[src/rtl/wb_pkg.sv]
// rtl/wb_pkg.sv - shared encodings and helpers for the tagged register-load bus
package wb_pkg;

   localparam int DATA_W = 4;
   localparam int BUS_W  = 5;

   // NULL carries bit4=1; every valid load word has bit4=0 so the two never alias
   localparam logic [BUS_W-1:0] WB_NULL = 5'b10000;

   typedef enum logic [1:0] {
      IDLE  = 2'd0,
      SEND  = 2'd1,
      STALL = 2'd2
   } wb_state_t;

   function automatic logic [BUS_W-1:0] wb_word(input logic [DATA_W-1:0] data);
      return {1'b0, data};
   endfunction

endpackage

[src/rtl/wb_fifo.sv]
// rtl/wb_fifo.sv - DEPTH-entry queue of {dest,data} write-back requests
module wb_fifo
   import wb_pkg::*;
#(
   parameter int DEPTH  = 4,
   parameter int DEST_W = 2
) (
   input  logic                   Clock,
   input  logic                   Reset,
   input  logic                   Flush,
   input  logic                   wr_en,
   input  logic [DEST_W-1:0]      wr_dest,
   input  logic [DATA_W-1:0]      wr_data,
   input  logic                   rd_en,
   output logic [DEST_W-1:0]      rd_dest,
   output logic [DATA_W-1:0]      rd_data,
   output logic [$clog2(DEPTH):0] count,
   output logic                   full,
   output logic                   empty
);

   localparam int PTR_W = $clog2(DEPTH);
   localparam int CNT_W = PTR_W + 1;

   logic [DEST_W+DATA_W-1:0] mem [DEPTH];
   logic [PTR_W-1:0]         wr_ptr;
   logic [PTR_W-1:0]         rd_ptr;
   logic                     do_wr;
   logic                     do_rd;

   assign full  = (count == CNT_W'(DEPTH));
   assign empty = (count == '0);

   // full blocks writes regardless of a same-cycle read: no pass-through
   assign do_wr = wr_en && !full && !Flush && !Reset;
   assign do_rd = rd_en && !empty;

   assign {rd_dest, rd_data} = mem[rd_ptr];

   always_ff @(posedge Clock) begin
      if (do_wr) begin
         mem[wr_ptr] <= {wr_dest, wr_data};
      end
   end

   always_ff @(posedge Clock) begin
      if (Reset || Flush) begin
         wr_ptr <= '0;
         rd_ptr <= '0;
         count  <= '0;
      end else begin
         if (do_wr) begin
            wr_ptr <= wr_ptr + 1'b1;
         end
         if (do_rd) begin
            rd_ptr <= rd_ptr + 1'b1;
         end
         case ({do_wr, do_rd})
            2'b10:   count <= count + 1'b1;
            2'b01:   count <= count - 1'b1;
            default: count <= count;
         endcase
      end
   end

endmodule

[src/rtl/wb_bus_driver.sv]
// rtl/wb_bus_driver.sv - queues write-backs and drives one tagged load word per Clock
module wb_bus_driver
   import wb_pkg::*;
#(
   parameter int DEPTH    = 4,
   parameter int NUM_REGS = 4,
   parameter int DEST_W   = 2
) (
   input  logic                   Clock,
   input  logic                   Reset,
   input  logic                   Flush,
   input  logic                   push_valid,
   input  logic [DATA_W-1:0]      push_data,
   input  logic [DEST_W-1:0]      push_dest,
   output logic                   push_ready,
   input  logic                   hold,
   output logic [BUS_W-1:0]       bus_D,
   output logic [NUM_REGS-1:0]    reg_enable,
   output logic [$clog2(DEPTH):0] count,
   output logic                   busy
);

   wb_state_t             state;
   wb_state_t             state_nxt;
   logic                  dest_ok;
   logic                  push_fire;
   logic                  pop;
   logic                  fifo_full;
   logic                  fifo_empty;
   logic [DEST_W-1:0]     head_dest;
   logic [DATA_W-1:0]     head_data;
   logic [BUS_W-1:0]      bus_nxt;
   logic [NUM_REGS-1:0]   enable_nxt;

   // a non-power-of-2 register count leaves unreachable indices that must be dropped
   generate
      if ((1 << DEST_W) == NUM_REGS) begin : g_full_range
         assign dest_ok = 1'b1;
      end else begin : g_range_chk
         assign dest_ok = (int'(push_dest) < NUM_REGS);
      end
   endgenerate

   assign push_ready = !fifo_full;
   assign push_fire  = push_valid && push_ready && dest_ok && !Flush;
   assign pop        = !fifo_empty && !hold && !Flush;

   wb_fifo #(
      .DEPTH  (DEPTH),
      .DEST_W (DEST_W)
   ) u_fifo (
      .Clock   (Clock),
      .Reset   (Reset),
      .Flush   (Flush),
      .wr_en   (push_fire),
      .wr_dest (push_dest),
      .wr_data (push_data),
      .rd_en   (pop),
      .rd_dest (head_dest),
      .rd_data (head_data),
      .count   (count),
      .full    (fifo_full),
      .empty   (fifo_empty)
   );

   always_comb begin
      state_nxt  = state;
      bus_nxt    = WB_NULL;
      enable_nxt = '0;

      case (state)
         IDLE: begin
            if (pop) begin
               state_nxt = SEND;
            end else if (!fifo_empty) begin
               state_nxt = STALL;
            end
         end
         SEND: begin
            if (!pop) begin
               state_nxt = fifo_empty ? IDLE : STALL;
            end
         end
         STALL: begin
            if (pop) begin
               state_nxt = SEND;
            end else if (fifo_empty) begin
               state_nxt = IDLE;
            end
         end
         default: state_nxt = IDLE;
      endcase

      if (Flush) begin
         state_nxt = IDLE;
      end

      if (pop) begin
         bus_nxt    = wb_word(head_data);
         enable_nxt = NUM_REGS'(1) << head_dest;
      end
   end

   // bus and enables are registered so each valid word lives exactly one cycle
   always_ff @(posedge Clock) begin
      if (Reset) begin
         state      <= IDLE;
         bus_D      <= WB_NULL;
         reg_enable <= '0;
      end else begin
         state      <= state_nxt;
         bus_D      <= bus_nxt;
         reg_enable <= enable_nxt;
      end
   end

   assign busy = (count != '0) || (bus_D != WB_NULL);

endmodule

[config.mk]
export PLATFORM = sky130hd
export DESIGN_NAME = wb_bus_driver
export DESIGN_NICKNAME = d
export VERILOG_FILES = /design/src/rtl/wb_pkg.sv /design/src/rtl/wb_fifo.sv /design/src/rtl/wb_bus_driver.sv
export SDC_FILE = /design/constraint.sdc
export NUM_CORES = 1
export LEC_CHECK = 0
export CAP_MARGIN = 20
export CORE_ASPECT_RATIO = 1.75
export CORE_MARGIN = 2
export CORE_UTILIZATION = 50
export DETAILED_ROUTE_END_ITERATION = 16
export PLACE_DENSITY_LB_ADDON = 0.08
export SLEW_MARGIN = 20
export SYNTH_ARGS = -nofsm -noshare
export SYNTH_HDL_FRONTEND = slang
export SYNTH_HIERARCHICAL = 1
export SYNTH_SLANG_ARGS = --single-unit
[constraint.sdc]
create_clock -name Clock -period 2.86 [get_ports Clock]
set_clock_uncertainty 0.15 [all_clocks]
set_input_delay 0.429 -clock Clock [delete_from_list [all_inputs] [get_ports Clock]]
set_output_delay 0.429 -clock Clock [all_outputs]
set_load 0.01 [all_outputs]
# After elaboration in Yosys (flattened, before gate mapping)
# Memory sizes are Yosys's and may differ from the RTL's. A register that Yosys moved wholly into a read port is not among the register bits.
# Cells that the tools add are included.
# W data, S select, Z words.
totals:
  ff_bits: 16
  latch_bits: 0
  ram_bits: 24
  mem_bits_ro: 0
  output_inout_bits: 14
  elab_cells: 42
  mem_count: 1
mem_list:
  columns: ["memory", "depth", "width", "read_ports", "rd_clocked_by_memory_dff", "write_ports", "line", "text"]
  rows:
  - ["u_fifo.mem", 4, 6, 1, 1, 1, "wb_fifo.sv:25", "logic [DEST_W+DATA_W-1:0] mem [DEPTH];"]
op_classes:
  add_sub_neg: 4
  multipliers: 0
  n_div: 0
  magnitude_cmp: 0
  eq_ne: 4
  shifts: 1
  mux: 6
  n_bitwise: 1
  reduce_logical: 19
ops:
  columns: ["operator", "count"]
  rows:
  - ["$logic_and A1 B1 Y1", 8]
  - ["$pmux W3 S2", 1]
  - ["$logic_not A1 Y1", 5]
  - ["$mux W5", 1]
  - ["$ne A5 B5 Y1 const B", 1]
  - ["$add A2 B1 Y2 const B", 2]
  - ["$mux W2", 2]
  - ["$shl A1 B2 Y4 const A", 1]
  - ["$add A3 B1 Y3 const B", 1]
  - ["$eq A3 B3 Y1 const B", 1]
  - ["$logic_not A3 Y1", 1]
  - ["$reduce_bool A3 Y1", 1]
  - ["$sub A3 B1 Y3 const B", 1]
  - ["$eq A2 B1 Y1 const B", 1]
  - ["$eq A2 B2 Y1 const B", 1]
  - ["$logic_or A1 B1 Y1", 2]
  - ["$mux W1", 2]
  - ["$reduce_bool A2 Y1", 1]
  - ["$reduce_or A2 Y1", 1]
  - ["$not A1 Y1", 1]

# Depth between registers and ports, before layout
# Gate-level depths: netlist of run 1.
depth:
  ltp_word: 9
  depth_mapped: 11
  depth_no_buf: 11

# Modules after synthesis
# Netlist of run 1, hierarchy kept.
by_module_without_submodules:
  columns: ["mod", "instances", "cells_each", "area_per_inst_um2"]
  rows:
  - ["wb_fifo", 1, 87, 1366.3]
  - ["wb_bus_driver", 1, 25, 307.8]

# Worst setup path after synthesis of run 1
# OpenSTA, ideal clock, no wires.
synth_path:
  kind: "reg-to-reg"
  start: "reg u_fifo.count[0]"
  end: "reg u_fifo.count[2]"
  setup_time_ps: 70
  t_arrival_ps: 2169
  slack_ps: 471
  stages_incl_launch_ff: 10
  cell_sequence: "dfxtp_1 -> nor3_2 -> nor3_1 -> nor2b_1 -> ha_1 -> inv_1 -> fa_1 -> xor2_1 -> or3_1 -> a21oi_1"
synth_rtl:
  columns: ["element", "line", "text"]
  rows:
  - ["start: declaration", "wb_fifo.sv:17", "output logic [$clog2(DEPTH):0] count,"]
  - ["start signal: assignment", "wb_fifo.sv:59", "2'b10: count <= count + 1'b1;"]
  - ["start signal: assignment", "wb_fifo.sv:60", "2'b01: count <= count - 1'b1;"]
  - ["start signal: assignment", "wb_fifo.sv:61", "default: count <= count;"]
  - ["$logic_not A3 Y1 (*)", "wb_fifo.sv:32", "assign empty = (count == '0);"]
  - ["net fifo_empty", "wb_bus_driver.sv:29", "logic fifo_empty;"]
  - ["$logic_not A1 Y1 (*)", "wb_bus_driver.sv:46", "assign pop = !fifo_empty && !hold && !Flush;"]
  - ["$logic_and A1 B1 Y1 (*) (2 in series)", "wb_bus_driver.sv:46", null]
  - ["net pop", "wb_bus_driver.sv:27", "logic pop;"]
  - ["$logic_and A1 B1 Y1 (*)", "wb_fifo.sv:36", "assign do_rd = rd_en && !empty;"]
  - ["net u_fifo.do_rd", "wb_fifo.sv:29", "logic do_rd;"]
  - ["$eq A2 B1 Y1 / $eq A2 B2 Y1 (equally long branches)", "wb_fifo.sv:58", "case ({do_wr, do_rd})"]
  - ["$pmux W3 S2 / $reduce_bool A2 Y1 (equally long branches)", null, null]
# Mark *: on every way through the listed nets, which the timed path passes. The rest lies on a longest branch.
# A chain may end at the register's enable or synchronous reset.

# Worst setup path after layout of run 1
layout_path:
  start: "in Flush"
  end: "reg u_fifo.count[2]"
layout_rtl:
  columns: ["element", "line", "text"]
  rows:
  - ["start: declaration", "wb_bus_driver.sv:11", "input logic Flush,"]
  - ["$logic_not A1 Y1 (*)", "wb_bus_driver.sv:46", null]
  - ["$logic_and A1 B1 Y1 (*)", "wb_bus_driver.sv:46", null]
  - ["net pop", "wb_bus_driver.sv:27", null]
  - ["$logic_and A1 B1 Y1 (*)", "wb_fifo.sv:36", null]
  - ["net u_fifo.do_rd", "wb_fifo.sv:29", null]
  - ["$eq A2 B1 Y1 / $eq A2 B2 Y1 (equally long branches)", "wb_fifo.sv:58", null]
  - ["$pmux W3 S2 / $reduce_bool A2 Y1 (equally long branches)", null, null]
# Marked as above.

==> results of run 1 <==
[layout by cell type (no fill, tap or decap)]
cell | synthesis | routed
clkdlybuf4s50_1 | 0 | 24
edfxtp_1 | 24 | 24
dfxtp_1 | 18 | 18
inv_1 | 9 | 9
mux4_2 | 6 | 6
clkbuf_8 | 0 | 5
buf_4 | 0 | 5
o21ai_0 | 5 | 5
ha_1 | 5 | 5
nand2_1 | 4 | 4
and2_2 | 4 | 4
and2_1 | 4 | 4
a21oi_1 | 4 | 4
nor2_1 | 4 | 4
nor3b_2 | 3 | 3
or3_1 | 3 | 3
nor3_1 | 2 | 2
nor3_2 | 2 | 2
xor2_1 | 2 | 2
nor4b_1 | 1 | 1
nor4_1 | 1 | 1
nor3b_1 | 1 | 1
nor4_4 | 1 | 1
inv_2 | 1 | 1
and3_2 | 1 | 1
clkbuf_1 | 0 | 1
bufinv_16 | 0 | 1
clkinvlp_4 | 0 | 1
nor2b_1 | 1 | 1
or2_1 | 1 | 1
mux2i_1 | 1 | 1
or4b_4 | 1 | 1
fa_1 | 1 | 1
[per-layer routing]
layer,share of wire [%],wire [um]
met5,0,0
met4,1.7,48
met3,3.9,107
met2,60,1670
met1,34,949
[power groups by stage]
stage	registers (mW)	clock network [mW]	logic, mW
5_1_grt	0.642	0.486	0.0426
2_1_floorplan	0.655	0	0.0132
3_3_place_gp	0.655	0	0.0377
6_report	0.641	0.449	0.0392
4_1_cts	0.641	0.464	0.0396
3_5_place_dp	0.655	0	0.0395
[cell families after synthesis]
group	Yosys count	synth area share, %
mux	7	8.67
simple gates	34	14.9
fa+ha+maj	6	4.93
xor+xnor	2	1.05
buf+inv	12	3.21
compound gates	9	2.69
flops	42	64.6
[registers in the layout, indices dropped and copies added (netlist names), named ones only]
| name | cells |
|---|---|
| reg_enable | 4 |
| u_fifo/wr_ptr | 2 |
| u_fifo/count | 3 |
| u_fifo/rd_ptr | 2 |
| u_fifo/mem | 24 |
| bus_D | 5 |
[worst reg2reg max path, cell delays in order (launching register included)]
cell and delay, ns:
dfxtp_1 0.43, nor3b_2 0.36, nor3b_1 0.09, inv_1 0.10, nor3_2 0.06, inv_1 0.08
ha_1 0.19, inv_1 0.07, fa_1 0.37, xor2_1 0.16, or3_1 0.31, a21oi_1 0.15
[metrics by stage]
step           total power, mW  hold WS, ns  TNS, ns  cells  utilization (%)
3_5_place_dp             0.695        0.325  -0.0115    182             62.6
4_1_cts                   1.14        0.345        0    190             66.1
3_3_place_gp             0.693        0.318        0    182             62.6
5_1_grt                   1.17        0.366        0    190             66.1
2_1_floorplan            0.668        0.303        0    112                -
6_report                  1.13        0.343        0    190             66.1
[path summary, 6_finish.rpt]
check	start	to	slack, ns	depth (start not counted)
setup / recovery	Flush	u_fifo/count[2]$_SDFFE_PP0P_	0.28	9
hold / removal	u_fifo/rd_ptr[1]$_SDFFE_PP0P_	flip-flop	0.34	2
setup reg to reg	u_fifo/count[2]$_SDFFE_PP0P_	u_fifo/count[2]$_SDFFE_PP0P_	0.28	11
hold reg to reg	u_fifo/rd_ptr[1]$_SDFFE_PP0P_	flip-flop	0.34	2
[layout make-up]
cell class              instances  area, um2
flip-flops and latches         42       1080
fillers                       260       1080
multi-input cells              58        539
repair buffers                 29        278
clock buffers                   6       72.6
well taps                      43       53.8
clock inverters                 2       37.5
inverters                      10       37.5
==> results.py, run 1 <==
metrics = {
    "placement": {
        "hpwl_mm": 2.19,
        "gp_congestion": 0.701,
        "port_buffers": 24,
        "dp_slack_ns": -0.0115,
        "placed_area_um2": 1990,
    },
    "power_and_ir_drop": {
        "pwr-share-clk_pct": 39.8,
        "p_int_uw": 922,
        "pwr-share-comb_pct": 3.5,
        "switching_share_pct": 18.4,
        "vdd_drop_max_mv": 0.433,
        "power_density_nw_per_um2": 538,
        "switchingPower_uw": 208,
        "seqPwrFrac_pct": 56.8,
        "leakagePower_nw": 0.701,
    },
    "grt": {
        "grt_max_degree": 14,
        "grt_antenna_before_repair": 0,
        "track_usage_pct": 17.2,
        "grt_overflow": 0,
        "grt_pass1_vias": 1000,
        "grt_use_met2_pct": 31.2,
        "grt_pass1_wl_mm": 4.49,
        "grt_use_met3_pct": 4.72,
        "grt_use_met1_pct": 16.8,
        "grt_busiest_layer": "met2",
    },
    "drt": {
        "drt-total-wl_mm": 2.77,
        "drt-wirelength-per-cell_um": 14.6,
        "first_iter_violations": 14,
        "dr.pass1.iters": 4,
        "vias": 1005,
        "drc": 0,
        "antenna_left": 0,
        "vias_per_cell": 5.29,
    },
    "floorplan": {
        "io_pins": 25,
        "start_util_pct": 52.7,
        "dieArea_um2": 3850,
        "rows": 27,
        "core_um2": 3180,
        "fp.dieH_um": 80.5,
        "chipWidth_um": 47.7,
    },
    "synth": {
        "synthTopCellsByArea": "edfxtp_1 43%, dfxtp_1 22%, mux4_2 8.1%, ha_1 3.7%, nor3b_2 2.2%",
        "synthFlopType": "edfxtp_1",
        "synth_cell_types": 29,
        "syn_nets": 129,
        "syn_area_um2": 1670,
        "yosys.area.top_type": "edfxtp_1",
        "synth_top_cell_area_share_pct": 43.0,
        "yosysWarnings": 6,
        "ys_top_cells_by_count": "24 x edfxtp_1, 18 x dfxtp_1, 9 x inv_1",
        "async_flop_share_pct": 0,
        "synth_most_common_cell": "edfxtp_1",
        "ys_seq_elements": 42,
        "synthCells": 112,
        "synth_edf_count": 24,
        "synth_seq_area_share_pct": 64.6,
        "syn_area_per_cell_um2": 14.9,
    },
    "critical_path": {
        "arrival_ns": 2.65,
        "critPathMaxFanout": 4,
        "slowest_stage": "clkdlybuf4s50_1",
        "cp_top_family": "simple AND/OR/NAND/NOR gates",
        "cp-start-kind": "input pin",
        "slowest_delay_ns": 0.45,
        "crit_required_ns": 2.93,
        "path_cells": "clkdlybuf4s50_1, nor3_1, nor2b_1, ha_1, inv_1, fa_1, xor2_1, or3_1, a21oi_1",
        "cp-end-kind": "flip-flop",
        "crit_buf_inv": 2,
        "crit_type": "input pin to flip-flop",
    },
    "hold_path": {
        "hold_class": "flip-flop to flip-flop",
    },
    "clock_network": {
        "worstSkewPairLatency_ns": 0.29,
        "clockBufferDepth": 2,
        "cts.repair.resized": 0,
        "postCtsHoldBufs": 0,
        "clk_pin_slew_worst_paths_ns": 0.08,
        "ctsRootBufferMaster": "clkbuf_8",
        "cts_sinks": 42,
        "h-tree-depth": 2,
        "post-cts-setup-buffer-count": 0,
        "cts_buffers": 5,
        "cts_tree": "yes",
    },
    "timing": {
        "clock.fmax_mhz": 388,
        "setup_viol": 0,
        "fin_crit_sh_pct": 90.2,
        "slew_violations": 0,
        "setup_slack_ns": 0.281,
        "slew_headroom_pct": 69.1,
        "hold_viol": 0,
        "rsz0062_at_grt": "false",
        "worst_pin_slew_ns": 0.461,
        "post-route-min-period_ns": 2.58,
    },
    "finish": {
        "drive_gt1_share_pct": 21.1,
        "n_antenna_cell": 0,
        "syn_to_final_growth_pct": 25.4,
        "final_nets": 163,
        "postLayoutCellArea_um2": 2100,
    },
    "flow_run": {
        "drv_cap": 0,
    },
    "run_status": {
        "status": "finished, final reports clean",
    },
}
Power figures use the tool's default switching activity.
==> run 2: changes to the inputs <==
- GPL_TIMING_DRIVEN: unset -> 1
==> results of run 2 <==
No change in the layout: final DEF, timing and power equal those of run 1.
